**config.mk**
```make
export PLATFORM = sky130hd
export DESIGN_NAME = fos_out_decim
export DESIGN_NICKNAME = d
export VERILOG_FILES = /design/src/rtl/fos_out_decim_pkg.sv /design/src/rtl/fos_sync_fifo.sv /design/src/rtl/fos_out_decim.sv
export SDC_FILE = /design/constraint.sdc
export NUM_CORES = 1
export LEC_CHECK = 0
export CAP_MARGIN = 15
export CORE_MARGIN = 2
export CORE_UTILIZATION = 40
export CTS_BUF_LIST = sky130_fd_sc_hd__clkbuf_8
export CTS_CLUSTER_DIAMETER = 30
export DETAILED_ROUTE_END_ITERATION = 8
export REMOVE_ABC_BUFFERS = 1
export SLEW_MARGIN = 20
export SYNTH_ARGS = -nofsm -noshare
export SYNTH_HDL_FRONTEND = slang
export SYNTH_HIERARCHICAL = 1
export SYNTH_SLANG_ARGS = --single-unit
export TNS_END_PERCENT = 20
```
**constraint.sdc**
```tcl
create_clock -name clk -period 6.9 [get_ports clk]
set_input_delay 1.38 -clock clk [delete_from_list [all_inputs] [get_ports clk]]
set_output_delay 1.38 -clock clk [all_outputs]
set_load 0.01 [all_outputs]
```
**src/rtl/fos_out_decim_pkg.sv**
```systemverilog
// fos_out_decim_pkg: shared constants and helpers for the IIR output decimator.
package fos_out_decim_pkg;
    localparam int DEC_MIN = 1;
    localparam int DEC_MAX = 16;

    function automatic int ptr_w(input int depth);
        return (depth > 1) ? $clog2(depth) : 1;
    endfunction

    function automatic longint sat_hi(input int out_w);
        return (longint'(1) <<< (out_w - 1)) - 1;
    endfunction

    function automatic longint sat_lo(input int out_w);
        return -(longint'(1) <<< (out_w - 1));
    endfunction
endpackage

```
**src/rtl/fos_sync_fifo.sv**
```systemverilog
// fos_sync_fifo: first-word-fall-through FIFO; a push at full is accepted only
// when a pop frees a slot on the same edge.
module fos_sync_fifo
    import fos_out_decim_pkg::*;
#(
    parameter int WIDTH = 16,
    parameter int DEPTH = 8
) (
    input  logic                     clk,
    input  logic                     reset_n,
    input  logic                     push,
    input  logic [WIDTH-1:0]         wr_data,
    input  logic                     pop,
    output logic [WIDTH-1:0]         rd_data,
    output logic                     full,
    output logic                     empty,
    output logic [ptr_w(DEPTH):0]    level
);
    localparam int PW = ptr_w(DEPTH);

    logic [WIDTH-1:0] r_mem [DEPTH];
    logic [PW-1:0]    r_wp, r_rp;
    logic [PW:0]      r_level;
    logic             w_push, w_pop;

    assign full    = r_level == (PW+1)'(DEPTH);
    assign empty   = r_level == '0;
    assign level   = r_level;
    assign w_pop   = pop && !empty;
    assign w_push  = push && (!full || w_pop);
    assign rd_data = empty ? '0 : r_mem[r_rp];

    always_ff @(posedge clk) begin
        if (w_push) r_mem[r_wp] <= wr_data;
    end

    always_ff @(posedge clk or negedge reset_n) begin
        if (!reset_n) begin
            r_wp    <= '0;
            r_rp    <= '0;
            r_level <= '0;
        end else begin
            if (w_push) r_wp <= r_wp + PW'(1);
            if (w_pop)  r_rp <= r_rp + PW'(1);
            r_level <= r_level + (PW+1)'(w_push) - (PW+1)'(w_pop);
        end
    end
endmodule

```
**src/rtl/fos_out_decim.sv**
```systemverilog
// fos_out_decim: drops the post-reset filter transient, boxcar-sums R samples,
// shifts and saturates each block sum, and queues results toward the sink.
module fos_out_decim
    import fos_out_decim_pkg::*;
#(
    parameter int IN_W       = 32,
    parameter int OUT_W      = 16,
    parameter int ACC_W      = 40,
    parameter int SHIFT      = 4,
    parameter int FIFO_DEPTH = 8,
    parameter int WARMUP     = 2
) (
    input  logic                           clk,
    input  logic                           reset_n,
    input  logic                           in_valid,
    input  logic signed [IN_W-1:0]         y_in,
    input  logic [4:0]                     dec_ratio,
    output logic signed [OUT_W-1:0]        out_data,
    output logic                           out_valid,
    input  logic                           out_ready,
    output logic [$clog2(FIFO_DEPTH):0]    fifo_level,
    output logic                           ovf,
    output logic                           sat,
    input  logic                           clr_flags
);
    localparam int WW = $clog2(WARMUP + 2);
    localparam logic signed [ACC_W-1:0] SAT_HI = ACC_W'(sat_hi(OUT_W));
    localparam logic signed [ACC_W-1:0] SAT_LO = ACC_W'(sat_lo(OUT_W));

    logic [WW-1:0]           r_warm;
    logic [4:0]              r_cnt, r_r;
    logic signed [ACC_W-1:0] r_acc;
    logic                    r_ovf, r_sat;

    logic                    w_warm, w_take, w_done, w_hi, w_lo, w_pop, w_full, w_empty;
    logic [4:0]              w_dr, w_r;
    logic signed [ACC_W-1:0] w_sum, w_shr;
    logic [OUT_W-1:0]        w_res, w_head;

    assign w_warm = r_warm < WW'(WARMUP);
    assign w_take = in_valid && !w_warm;
    assign w_dr   = (dec_ratio == '0) ? 5'(DEC_MIN) :
                    (dec_ratio > 5'(DEC_MAX)) ? 5'(DEC_MAX) : dec_ratio;
    // Block length is frozen at the first sample so mid-block changes wait.
    assign w_r    = (r_cnt == '0) ? w_dr : r_r;
    assign w_done = w_take && (r_cnt + 5'd1 == w_r);
    assign w_sum  = r_acc + {{(ACC_W-IN_W){y_in[IN_W-1]}}, y_in};
    assign w_shr  = w_sum >>> SHIFT;
    assign w_hi   = w_shr > SAT_HI;
    assign w_lo   = w_shr < SAT_LO;
    assign w_res  = w_hi ? SAT_HI[OUT_W-1:0] : w_lo ? SAT_LO[OUT_W-1:0] : w_shr[OUT_W-1:0];
    assign w_pop  = !w_empty && out_ready;

    assign out_valid = !w_empty;
    assign out_data  = w_head;
    assign ovf       = r_ovf;
    assign sat       = r_sat;

    always_ff @(posedge clk or negedge reset_n) begin
        if (!reset_n) begin
            r_warm <= '0;
            r_cnt  <= '0;
            r_r    <= '0;
            r_acc  <= '0;
            r_ovf  <= 1'b0;
            r_sat  <= 1'b0;
        end else begin
            if (in_valid && w_warm) r_warm <= r_warm + WW'(1);
            if (w_take) begin
                if (r_cnt == '0) r_r <= w_dr;
                r_acc <= w_done ? '0 : w_sum;
                r_cnt <= w_done ? '0 : r_cnt + 5'd1;
            end
            r_ovf <= (w_done && w_full && !w_pop) || (r_ovf && !clr_flags);
            r_sat <= (w_done && (w_hi || w_lo)) || (r_sat && !clr_flags);
        end
    end

    fos_sync_fifo #(.WIDTH(OUT_W), .DEPTH(FIFO_DEPTH)) u_fifo (
        .clk     (clk),
        .reset_n (reset_n),
        .push    (w_done),
        .wr_data (w_res),
        .pop     (w_pop),
        .rd_data (w_head),
        .full    (w_full),
        .empty   (w_empty),
        .level   (fifo_level)
    );
endmodule

```
==> flow_metrics.tcl <==
set metrics [dict create \
    grt_pass1_vias 7389 \
    wirelength_um 25150 \
    io_pins 65 \
    seq_area_um2 5448 \
    ctsHoldBuffers 0 \
    path_cells "clkdlybuf4s50_1, ha_1, a21oi_1, nor2_1, a2111oi_0, o2111ai_1, o211ai_1, nand3_1, a21oi_1, xor2_1, a41oi_4, o21ai_0" \
    syn_to_final_growth_pct 12.66 \
    grt_max_degree 69 \
    yosysUniqueCellTypes 83 \
    seq_area_frac_synth_pct 51.55 \
    cap_violations 0 \
    place_congestion 0.8439 \
    final_cell_mix "128 x edfxtp_1, 78 x nand2_1, 63 x clkdlybuf4s50_1" \
    first_pass_iters 5 \
    cts.path.max_buffers 2 \
    crit_family "compound AO/OA/AOI/OAI gates" \
    cpMostUsedCell "a21oi_1" \
    synth_top_family_by_area "compound AO/OA/AOI/OAI gates" \
    dieWidth_um 166.5 \
    numPortBuffers 64 \
    cp.arrival_ns 5.95 \
    p_leak_nw 4.362 \
    vdd_drop_max_uv 222.6 \
    r2r_slack_ns 2.09 \
    synth_seq_cells 192 \
    slowest_stage "o21ai_0" \
    hp-class "flop to flop" \
    grt_use_total_pct 18.68 \
    rsz0062_at_grt "no" \
    synth_compound_area_share_pct 16.06 \
    cts_resized 0 \
    syn-cell-area_um2 10560 \
    fin_setup_tns_ns 0 \
    cts_tree "built" \
    drtAntennaViolNets 0 \
    clock-sinks 192 \
    chipHeight_um 166.5 \
    synthMuxAreaShare_pct 8.232 \
    p_per_area_nw_per_um2 497.4 \
    drc 0 \
    drive_gt1_share_pct 13.54 \
    fmax_mhz 173.0 \
    die-area_um2 27730 \
    wire_per_inst_um 19.99 \
    worst_ep_required_time_ns 7.07 \
    synth.area.top_cells "edfxtp_1 36%, dfrtp_1 15%, mux4_2 6.8%" \
    synth_fa_ha_area_share_pct 6.064 \
    post_cts_buffers 0 \
    cp_slowest_stage_delay_ns 0.81 \
    via_count 7159 \
    yosysTopAreaCellShare_pct 36.39 \
    reg2reg_to "u_fifo/r_mem[5][2]$_DFFE_PP_" \
    syn_inst 863 \
    nNetsFinal 1002 \
    startpoint_type "input pin" \
    synthSimpleGateAreaFrac_pct 10.42 \
    r2r_start "r_acc[0]$_DFFE_PN0P_" \
    synth_ff_type "edfxtp_1" \
    skew_ns 0.02988 \
    worstSetupPathType "input pin to flop" \
    num_antenna_cells 0 \
    hp-start "r_warm[0]$_DFFE_PN0P_" \
    async_flop_share_pct 33.33 \
    avgSynthCellArea_um2 12.24 \
    pre_cts_slack_ns 0.6801 \
    max_slew.worst_pin.slew_ns 1.037 \
    synth_edf_count 128 \
    r2r_cells 12 \
    cp-end-kind "flop" \
    fin_ws_ns 1.118 \
    start_util_pct 40.65 \
    cts_buffers 17 \
    fillers 2410 \
    worst_skew_pair.late_latency_ns 0.50 \
    clk_pin_slew_ns 0.12 \
    min_period_ns 5.782 \
    finalCritPeriodShare_pct 83.80 \
    cts-root-buf "clkbuf_8" \
    synth_top_area_cell "edfxtp_1" \
    slew_headroom_pct 30.65 \
    critical_path_buf_inv_count 1 \
    multi_input_area_um2 4772 \
    vias_per_cell 5.691 \
    crit_fanout 16 \
    core_area_um2 25980 \
    drt_iter0_drc 556 \
    status "completed" \
    antenna_found_initial 0 \
    synthXorXnorAreaFrac_pct 3.814 \
    final-setup-viol-count 0 \
    grt_pass1_wl_um 40680 \
    slew_violations 0 \
    overflow 0 \
    hold_viol_final 0 \
    rows 59 \
    hold_depth 1 \
    yosysWarningCount 6 \
    hpwl_um 17060 \
    htreeDepth 4 \
    final_common_cell "edfxtp_1" \
    hold-path-endpoint "r_warm[0]$_DFFE_PN0P_" \
]
-- cell usage after synthesis, types with 12 or more instances --
library cell and count:
a21oi_1 45, clkbuf_1 22, xnor2_1 28, inv_1 24
edfxtp_1 128, nor2_1 43, o31ai_1 22, nand4_1 19
dfrtp_1 64, a22o_1 25, ha_1 48, o21ai_0 47
mux4_2 32, nand2_1 79, o21ai_1 13, o211ai_1 16
a21o_1 18, nand3_1 14, nor3_1 12, xor2_1 18
-- worst max path at each step --
stage | start | depth (start not counted) | end
2_1_floorplan | in_valid | 4 | u_fifo/r_mem[0][0]$_DFFE_PP_
3_3_place_gp | y_in[0] | 14 | u_fifo/r_mem[0][9]$_DFFE_PP_
3_5_place_dp | y_in[31] | 12 | u_fifo/r_mem[1][0]$_DFFE_PP_
4_1_cts | y_in[31] | 12 | u_fifo/r_mem[4][0]$_DFFE_PP_
5_1_grt | y_in[31] | 12 | u_fifo/r_mem[2][0]$_DFFE_PP_
6_report | y_in[31] | 12 | u_fifo/r_mem[5][2]$_DFFE_PP_
-- state kept, by name, indices dropped and copies added (netlist names) --
signal        count
u_fifo/level      4
u_fifo/r_mem    128
ovf               1
sat               1
r_warm            2
r_cnt             5
u_fifo/r_rp       3
r_acc            40
r_r               5
u_fifo/r_wp       3
-- kinds of logic after synthesis --
logic type,after synthesis
buffers and inverters,71
AO/OA/AOI/OAI,241
XOR/XNOR,46
adder cells (fa/ha/maj),50
AND/OR/NAND/NOR,217
flip-flops,192
multiplexers,46
-- per-stage QoR --
stage	util (%)	power, mW	std cells	hold WS (ns)	area (um2)
detailed placement	44.05	5.108	1226	0.4652	11450
global placement	44.05	5.069	1226	0.4658	11450
CTS	45.80	5.954	1258	0.4878	11900
floorplan	-	4.089	816	0.4457	10250
global route	45.80	6.356	1258	0.5067	11900
finish	45.80	5.920	1258	0.4774	11900
-- cell type report --
| class | count | share of cell area (%) |
|---|---|---|
| multi-input cells | 600 | 40.10 |
| clock inverters | 15 | 1.850 |
| inverters | 24 | 0.7569 |
| well taps | 335 | 3.522 |
| flip-flops and latches | 192 | 45.77 |
| repair buffers | 75 | 6.034 |
| clock buffers | 17 | 1.966 |
-- per-layer routing --
layer	wire length, um	part of all wire (%)	vias up	global-route usage (%)
met4	499	2.0	0	6.109
met5	0	0	-	0
met2	12220	49	154	31.06
met3	917	3.6	33	2.971
li1	-	-	3405	-
met1	11520	46	3567	25.13
-- report_power, final --
part           switching (mW)  internal (mW)  leakage, nW
registers               0.181           1.78         1.93
logic                    1.89           1.24         2.21
clock network           0.526          0.305        0.226
total                    2.60           3.32         4.36
Power figures use the tool's default switching activity.
